## config.mk

```make
export PLATFORM = sky130hd
export DESIGN_NAME = altusoc_gpio_axil
export DESIGN_NICKNAME = d
export VERILOG_FILES = /design/src/rtl/altusoc_gpio_pkg.sv /design/src/rtl/altusoc_sync2.sv /design/src/rtl/altusoc_gpio_axil.sv
export SDC_FILE = /design/constraint.sdc
export NUM_CORES = 1
export LEC_CHECK = 0
export ABC_AREA = 1
export BUFFER_PORTS_ARGS = -buffer_cell sky130_fd_sc_hd__buf_2
export CORE_ASPECT_RATIO = 0.9
export CORE_MARGIN = 10
export CORE_UTILIZATION = 30
export CTS_CLUSTER_DIAMETER = 40
export CTS_CLUSTER_SIZE = 25
export DETAILED_ROUTE_END_ITERATION = 8
export PLACE_DENSITY_LB_ADDON = 0.05
export SLEW_MARGIN = 20
export SYNTH_ARGS = -nofsm -noshare
export SYNTH_HDL_FRONTEND = slang
export SYNTH_SLANG_ARGS = --single-unit
```

## constraint.sdc

```tcl
create_clock -name mclk -period 1.2 [get_ports mclk]
set_input_delay 0.18 -clock mclk [delete_from_list [all_inputs] [get_ports mclk]]
set_output_delay 0.18 -clock mclk [all_outputs]
set_load 0.01 [all_outputs]
```

## src/rtl/altusoc_gpio_pkg.sv

```systemverilog
// altusoc_gpio_pkg: register map, AXI responses and FSM states for the GPIO responder.
package altusoc_gpio_pkg;
    localparam logic [7:0] GPIO_OUT_OFF  = 8'h00;
    localparam logic [7:0] GPIO_IN_OFF   = 8'h04;
    localparam logic [7:0] GPIO_EN_OFF   = 8'h08;
    localparam logic [7:0] GPIO_STAT_OFF = 8'h0C;
    localparam logic [7:0] GPIO_SET_OFF  = 8'h10;
    localparam logic [7:0] GPIO_CLR_OFF  = 8'h14;
    localparam logic [1:0] RESP_OKAY     = 2'b00;
    localparam logic [1:0] RESP_SLVERR   = 2'b10;
    typedef enum logic {W_IDLE, W_RESP} wstate_t;
    typedef enum logic {R_IDLE, R_RESP} rstate_t;
    function automatic logic [31:0] strb_mask(input logic [3:0] s);
        return {{8{s[3]}}, {8{s[2]}}, {8{s[1]}}, {8{s[0]}}};
    endfunction
endpackage

```

## src/rtl/altusoc_sync2.sv

```systemverilog
// altusoc_sync2: two-flop synchronizer for asynchronous GPIO inputs.
module altusoc_sync2 #(
    parameter int W = 4
) (
    input  logic         mclk,
    input  logic         rst_n,
    input  logic [W-1:0] d,
    output logic [W-1:0] q
);
    logic [W-1:0] s1;
    always_ff @(posedge mclk or negedge rst_n)
        if (!rst_n) begin
            s1 <= '0;
            q  <= '0;
        end else begin
            s1 <= d;
            q  <= s1;
        end
endmodule

```

## src/rtl/altusoc_gpio_axil.sv

```systemverilog
// altusoc_gpio_axil: AXI4-Lite GPIO responder with output register, synchronized
// inputs and a sticky rising-edge interrupt.
module altusoc_gpio_axil #(
    parameter int                GPIO_W    = 4,
    parameter logic [GPIO_W-1:0] OUT_RESET = '0
) (
    input  logic              mclk,
    input  logic              rst_n,
    input  logic              awvalid,
    output logic              awready,
    input  logic [7:0]        awaddr,
    input  logic              wvalid,
    output logic              wready,
    input  logic [31:0]       wdata,
    input  logic [3:0]        wstrb,
    output logic              bvalid,
    input  logic              bready,
    output logic [1:0]        bresp,
    input  logic              arvalid,
    output logic              arready,
    input  logic [7:0]        araddr,
    output logic              rvalid,
    input  logic              rready,
    output logic [31:0]       rdata,
    output logic [1:0]        rresp,
    input  logic [GPIO_W-1:0] i_gpio,
    output logic [GPIO_W-1:0] o_gpio,
    output logic              o_irq
);
    import altusoc_gpio_pkg::*;

    wstate_t ws_q, ws_n;
    rstate_t rs_q, rs_n;
    logic live, w_fire, r_fire, w_ok, r_ok, unused;
    logic [7:0] wa, ra;
    logic [31:0] mask, rd;
    logic [GPIO_W-1:0] bm, wm, out_q, out_n, en_q, en_n, stat_q, stat_n, w1c, in_s, prev;

    altusoc_sync2 #(.W(GPIO_W)) u_sync (.mclk(mclk), .rst_n(rst_n), .d(i_gpio), .q(in_s));

    assign wa      = {awaddr[7:2], 2'b00};
    assign ra      = {araddr[7:2], 2'b00};
    assign mask    = strb_mask(wstrb);
    assign bm      = mask[GPIO_W-1:0];
    assign wm      = wdata[GPIO_W-1:0] & bm;
    assign unused  = ^{awaddr[1:0], araddr[1:0], wdata, mask};
    assign o_gpio  = out_q;
    assign stat_n  = (stat_q & ~w1c) | (in_s & ~prev);

    // live holds the ready outputs low until the first edge after reset release
    always_comb begin
        w_fire  = live && ws_q == W_IDLE && awvalid && wvalid;
        awready = w_fire;
        wready  = w_fire;
        bvalid  = ws_q == W_RESP;
        ws_n    = ws_q == W_IDLE ? (w_fire ? W_RESP : W_IDLE) : (bready ? W_IDLE : W_RESP);
        arready = live && rs_q == R_IDLE;
        r_fire  = arready && arvalid;
        rvalid  = rs_q == R_RESP;
        rs_n    = rs_q == R_IDLE ? (r_fire ? R_RESP : R_IDLE) : (rready ? R_IDLE : R_RESP);
    end

    always_comb begin
        out_n = out_q;
        en_n  = en_q;
        w1c   = '0;
        w_ok  = 1'b1;
        if (w_fire)
            case (wa)
                GPIO_OUT_OFF:  out_n = (out_q & ~bm) | wm;
                GPIO_IN_OFF:   ;
                GPIO_EN_OFF:   en_n = (en_q & ~bm) | wm;
                GPIO_STAT_OFF: w1c = wm;
                GPIO_SET_OFF:  out_n = out_q | wm;
                GPIO_CLR_OFF:  out_n = out_q & ~wm;
                default:       w_ok = 1'b0;
            endcase
    end

    always_comb begin
        rd   = '0;
        r_ok = 1'b1;
        case (ra)
            GPIO_OUT_OFF:  rd[GPIO_W-1:0] = out_q;
            GPIO_IN_OFF:   rd[GPIO_W-1:0] = in_s;
            GPIO_EN_OFF:   rd[GPIO_W-1:0] = en_q;
            GPIO_STAT_OFF: rd[GPIO_W-1:0] = stat_q;
            GPIO_SET_OFF:  ;
            GPIO_CLR_OFF:  ;
            default:       r_ok = 1'b0;
        endcase
    end

    always_ff @(posedge mclk or negedge rst_n)
        if (!rst_n) begin
            live   <= 1'b0;
            ws_q   <= W_IDLE;
            rs_q   <= R_IDLE;
            bresp  <= RESP_OKAY;
            rdata  <= '0;
            rresp  <= RESP_OKAY;
            out_q  <= OUT_RESET;
            en_q   <= '0;
            stat_q <= '0;
            prev   <= '0;
            o_irq  <= 1'b0;
        end else begin
            live   <= 1'b1;
            ws_q   <= ws_n;
            rs_q   <= rs_n;
            if (w_fire) bresp <= w_ok ? RESP_OKAY : RESP_SLVERR;
            if (r_fire) begin
                rdata <= rd;
                rresp <= r_ok ? RESP_OKAY : RESP_SLVERR;
            end
            out_q  <= out_n;
            en_q   <= en_n;
            stat_q <= stat_n;
            prev   <= in_s;
            o_irq  <= |(stat_n & en_q);
        end
endmodule

```

== Yosys cells after proc, flatten, opt, wreduce, memory -nomap -nowiden ==
Cells that the tools add are included.

* Register bits after elaboration: 36
* Input port bits: 63

* Eq/ne operators: 10
* Mux-type cells: 15
* Bitwise operators: 17
* Reduce and logical (&&, ||, !) cells: 13

{| class="wikitable"
|+ Operators with widths
! operator !! number
|-
| $and 4x4->4 || 7
|-
| $eq 6x2->1 const B || 4
|-
| $eq 6x3->1 const B || 4
|-
| $logic_not 8->1 || 2
|-
| $not 4->4 || 4
|-
| $or 4x4->4 || 4
|-
| $pmux 4 s4 || 1
|-
| $eq 6x1->1 const B || 2
|-
| $pmux 4 s3 || 1
|-
| $reduce_or 6->1 || 2
|-
| $mux 1 || 9
|-
| $mux 4 || 2
|-
| $logic_and 1x1->1 || 5
|-
| $mux 2 || 2
|-
| $reduce_and 2->1 || 2
|-
| $reduce_or 4->1 || 1
|-
| $reduce_bool 3->1 || 1
|-
| $not 1->1 || 2
|}

== Depth between registers and ports, before layout ==
* Depth after elaboration: 10
* Depth in mapped cells: 11
* Gate-level depth less buffers: 11

== Modules after synthesis ==
Synthesis repeated with hierarchy kept, for this count alone.

* Cell total of the unflattened synthesis: 226
* Area total of the unflattened synthesis: 1793.0 um^2

{| class="wikitable"
|+ By module, submodules not included
! module !! seq. area each (um^2) !! instances !! cells an instance !! area each (um^2)
|-
| altusoc_gpio_axil || 650.6 || 1 || 218 || 1592.8
|-
| altusoc_sync2 || 200.2 || 1 || 8 || 200.2
|}

== Worst setup path before layout ==
No wires, ideal clock.

* Path kind: register to register
* From: register ws_q, in the netlist bvalid
* To: register with a tool-made name
* Buffers on the path: 0
* Period minus slack after synthesis: 1235 ps
* Slack: -35 ps
* Cell stages (with the launch flop): 6
* Arrival time: 1114 ps
* Required time: 1079 ps
* Cells stage by stage: dfrtp_1 > nor2_2 > nand2_4 > inv_1 > nand3_2 > a22o_1

{| class="wikitable"
|+ RTL lines
! what !! RTL line !! text
|-
| start: declaration || altusoc_gpio_axil.sv:32 || <nowiki>wstate_t ws_q, ws_n;</nowiki>
|-
| start signal: assignment || altusoc_gpio_axil.sv:109 || <nowiki>ws_q <= ws_n;</nowiki>
|}

== Final worst setup path ==
* From: register ws_q, in the netlist bvalid
* To: register o_irq

* Longest elaborated chain between the ends: 10

{| class="wikitable"
|+ RTL lines
! what !! RTL line !! text
|-
| $not 1->1 || - ||
|-
| $logic_and 1x1->1 (3 in a row) || altusoc_gpio_axil.sv:52 || <nowiki>w_fire = live && ws_q == W_IDLE && awvalid && wvalid;</nowiki>
|-
| $mux 4 || altusoc_gpio_axil.sv:68 || <nowiki>if (w_fire)</nowiki>
|-
| $not 4->4 || altusoc_gpio_axil.sv:48 || <nowiki>assign stat_n = (stat_q & ~w1c) | (in_s & ~prev);</nowiki>
|-
| $and 4x4->4 || altusoc_gpio_axil.sv:48 ||
|-
| $or 4x4->4 || altusoc_gpio_axil.sv:48 ||
|-
| named net stat_n[1] || altusoc_gpio_axil.sv:37 || <nowiki>logic [GPIO_W-1:0] bm, wm, out_q, out_n, en_q, en_n, stat_q, stat_n, w1c, in_s, prev;</nowiki>
|-
| $and 4x4->4 || altusoc_gpio_axil.sv:120 || <nowiki>o_irq <= |(stat_n & en_q);</nowiki>
|-
| $reduce_or 4->1 || altusoc_gpio_axil.sv:120 ||
|-
| end signal: assignment || altusoc_gpio_axil.sv:120 ||
|-
| end: declaration || altusoc_gpio_axil.sv:28 || <nowiki>output logic o_irq</nowiki>
|}

The timed path passes the listed nets, and every way through them passes these cells.
A chain may end at the register's enable or synchronous reset.

==> out/metrics.yaml <==
timing:
  finalCriticalPeriod_ns: 1.31
  drv_slew: 0
  hold_ws_ns: 0.00688
  setup_slack_ns: -0.111
  hold_viol: 0
  finalSetupViolCount: 9
  max_freq_mhz: 763
  clock_skew_ns: 0.00526
  period_share_pct: 109
  grt_setup_unrepaired: "true"
routing:
  drt-wirelength-per-cell_um: 12.3
  finalWirelength_um: 4500
  dr_total_vias: 1449
  viasPerCell: 3.97
  drcViolationCount: 0
  dr.pass1.iters: 4
  ant_nets: 0
  drt_first_iter_violations: 32
final_layout:
  layout.cells.most_common: "nand2_1"
  fillCellCount: 641
  drive_above_1_share_pct: 33.9
  layout_common_cells: "nand2_1 (58), buf_2 (40), dfrtp_1 (34), conb_1 (31), nor2_1 (28)"
  diodes: 0
  area_growth_pct: 31.4
  nets: 357
outcome:
  status: "finished with violations"
  violations: "setup timing"
cts:
  h-tree-depth: 2
  ctsRootBufferMaster: "clkbuf_8"
  clock_latency_ns: 0.28
  clockBufferDepth: 2
  cts_tree: "built"
  cts_buffers: 5
  path_clk_slew_ns: 0.07
  cts.sinks: 34
die:
  initial_utilization_pct: 31.3
  pin_count: 109
  fp.dieW_um: 102
  die-area_um2: 9510
  rows: 26
  design.core.area_um2: 5760
  fp.dieH_um: 93.5
hold_path:
  holdCritPathClass: "input port to register"
power_and_ir_drop:
  peakVddDrop_uv: 528
  power_uw: 2490
  p_leak_uw: 0.00131
  power.density_nw_per_um2: 1050
synthesis:
  syn-cell-area_um2: 1800
  synth-seq-cells: 34
  synth_cell_types: 23
  seq_area_frac_synth_pct: 47.2
  netlist_instances: 224
  synth_area_per_cell_um2: 8.04
  ys_warn_count: 0
critical_path:
  r2r-start: "bvalid"
  crit_path_end: "o_irq"
  path_class: "register to register"
  critical_path_arrival_ns: 1.49
  path_max_fanout: 7
  setup.worst_path.start_class: "register"
  endpoint_kind: "register"
  rr_worst_depth: 10
  rr_endpoint: "o_irq"
  worstPathRequired_ns: 1.38
  r2r_slack_ns: -0.11
  crit_start: "bvalid"
grt:
  antenna_found_initial: 0
  grt_pass1_vias: 1522
  overflow: 0
  gr-usage-all-layers_pct: 9.43
  grt_pass1_wl_um: 7200
  grt_max_degree: 35
run:
  drv_cap: 0
place:
  port_buffers: 43
  gp_congestion: 0.712
  place_hpwl_um: 3660
## timing repair
action	in CTS	in global routing
gates resized for setup	4	22
hold endpoints to repair	37	0
endpoints found under the setup margin	3	17
hold buffers	4	0
buffers inserted	3	5
pin swaps	1	8
## cell usage after synthesis
library cell / count / area (um^2)
nor4_1: 1 / 6.26
nor2_1: 29 / 109
nand3_1: 5 / 25.0
inv_2: 3 / 11.3
or2_2: 4 / 25.0
nand4_2: 1 / 12.5
nor2_2: 6 / 37.5
o21ai_0: 2 / 10.0
a21oi_2: 1 / 8.76
nand3_2: 1 / 10.0
clkinv_1: 2 / 7.51
nand2_2: 1 / 6.26
inv_1: 24 / 90.1
a2bb2oi_1: 1 / 8.76
nand4_1: 4 / 25.0
conb_1: 2 / 7.51
nand2_4: 1 / 11.3
dfrtp_1: 34 / 851
nand2_1: 65 / 244
nor2_4: 1 / 11.3
a22o_1: 4 / 35.0
nor3_4: 1 / 16.3
buf_4: 31 / 233
## metal layers
metal	vias to the layer above	track usage, %	routed length [um]
li1	757	-	-
met1	645	12.7	2150
met2	45	13.8	1940
met3	2	3.97	401
met4	0	1.79	14
met5	-	0	0
## power by group
part	switching, uW	total, uW	leakage, uW	internal (uW)
sequential	31.6	1230	0.000413	1200
combinational	230	386	0.000848	156
clock	405	868	0.0000482	463
## cell families after synthesis
family,synth area share [%]
DFF,47.2
other,0.417
and+or+nand+nor,29.9
buffers and inverters,19.0
AOI/OAI and AO/OA,3.47
## cell type report
class | instances | area (um^2) | share of cell area (%)
Tap cell | 70 | 87.6 | 3.70
Sequential cell | 34 | 851 | 35.9
Timing Repair Buffer | 65 | 429 | 18.1
Clock inverter | 1 | 5.00 | 0.211
Inverter | 29 | 113 | 4.76
Clock buffer | 7 | 86.3 | 3.65
Multi-Input combinational cell | 159 | 796 | 33.6
## critical path: stages (launching register included)
cell and delay (ns):
dfrtp_1 0.41, nor2_4 0.10, nand2_4 0.12, nor2_2 0.13, nand2_1 0.08, nand2_1 0.07
nand2_1 0.08, nand2_1 0.07, nand2_1 0.05, inv_1 0.05, nand2_1 0.05
## how the worst min path moves through the flow
stage / slack [ns] / end / cells past startpoint / start
after floorplan: -0.12 / async pin / 0 / rst_n
after global placement: 0.16 / o_irq / 2 / rst_n
after detailed placement: 0.16 / o_irq / 2 / rst_n
after CTS: 0.002 / u_sync.s1[3] / 1 / i_gpio[3]
after global routing: 0.003 / u_sync.s1[3] / 1 / i_gpio[3]
final: 0.007 / u_sync.s1[3] / 1 / i_gpio[3]
## stage by stage
stage	TNS, ns	util (%)	instance area [um^2]	cells	setup WS, ns
floorplan	0	-	1910	253	0.00345
global placement	-0.185	36.0	2080	346	-0.0716
detailed placement	-0.225	36.0	2080	346	-0.0838
CTS	-0.310	39.0	2250	361	-0.109
global route	-1.19	41.1	2370	365	-0.196
finish	-0.470	41.1	2370	365	-0.111
Power figures use the tool's default switching activity.
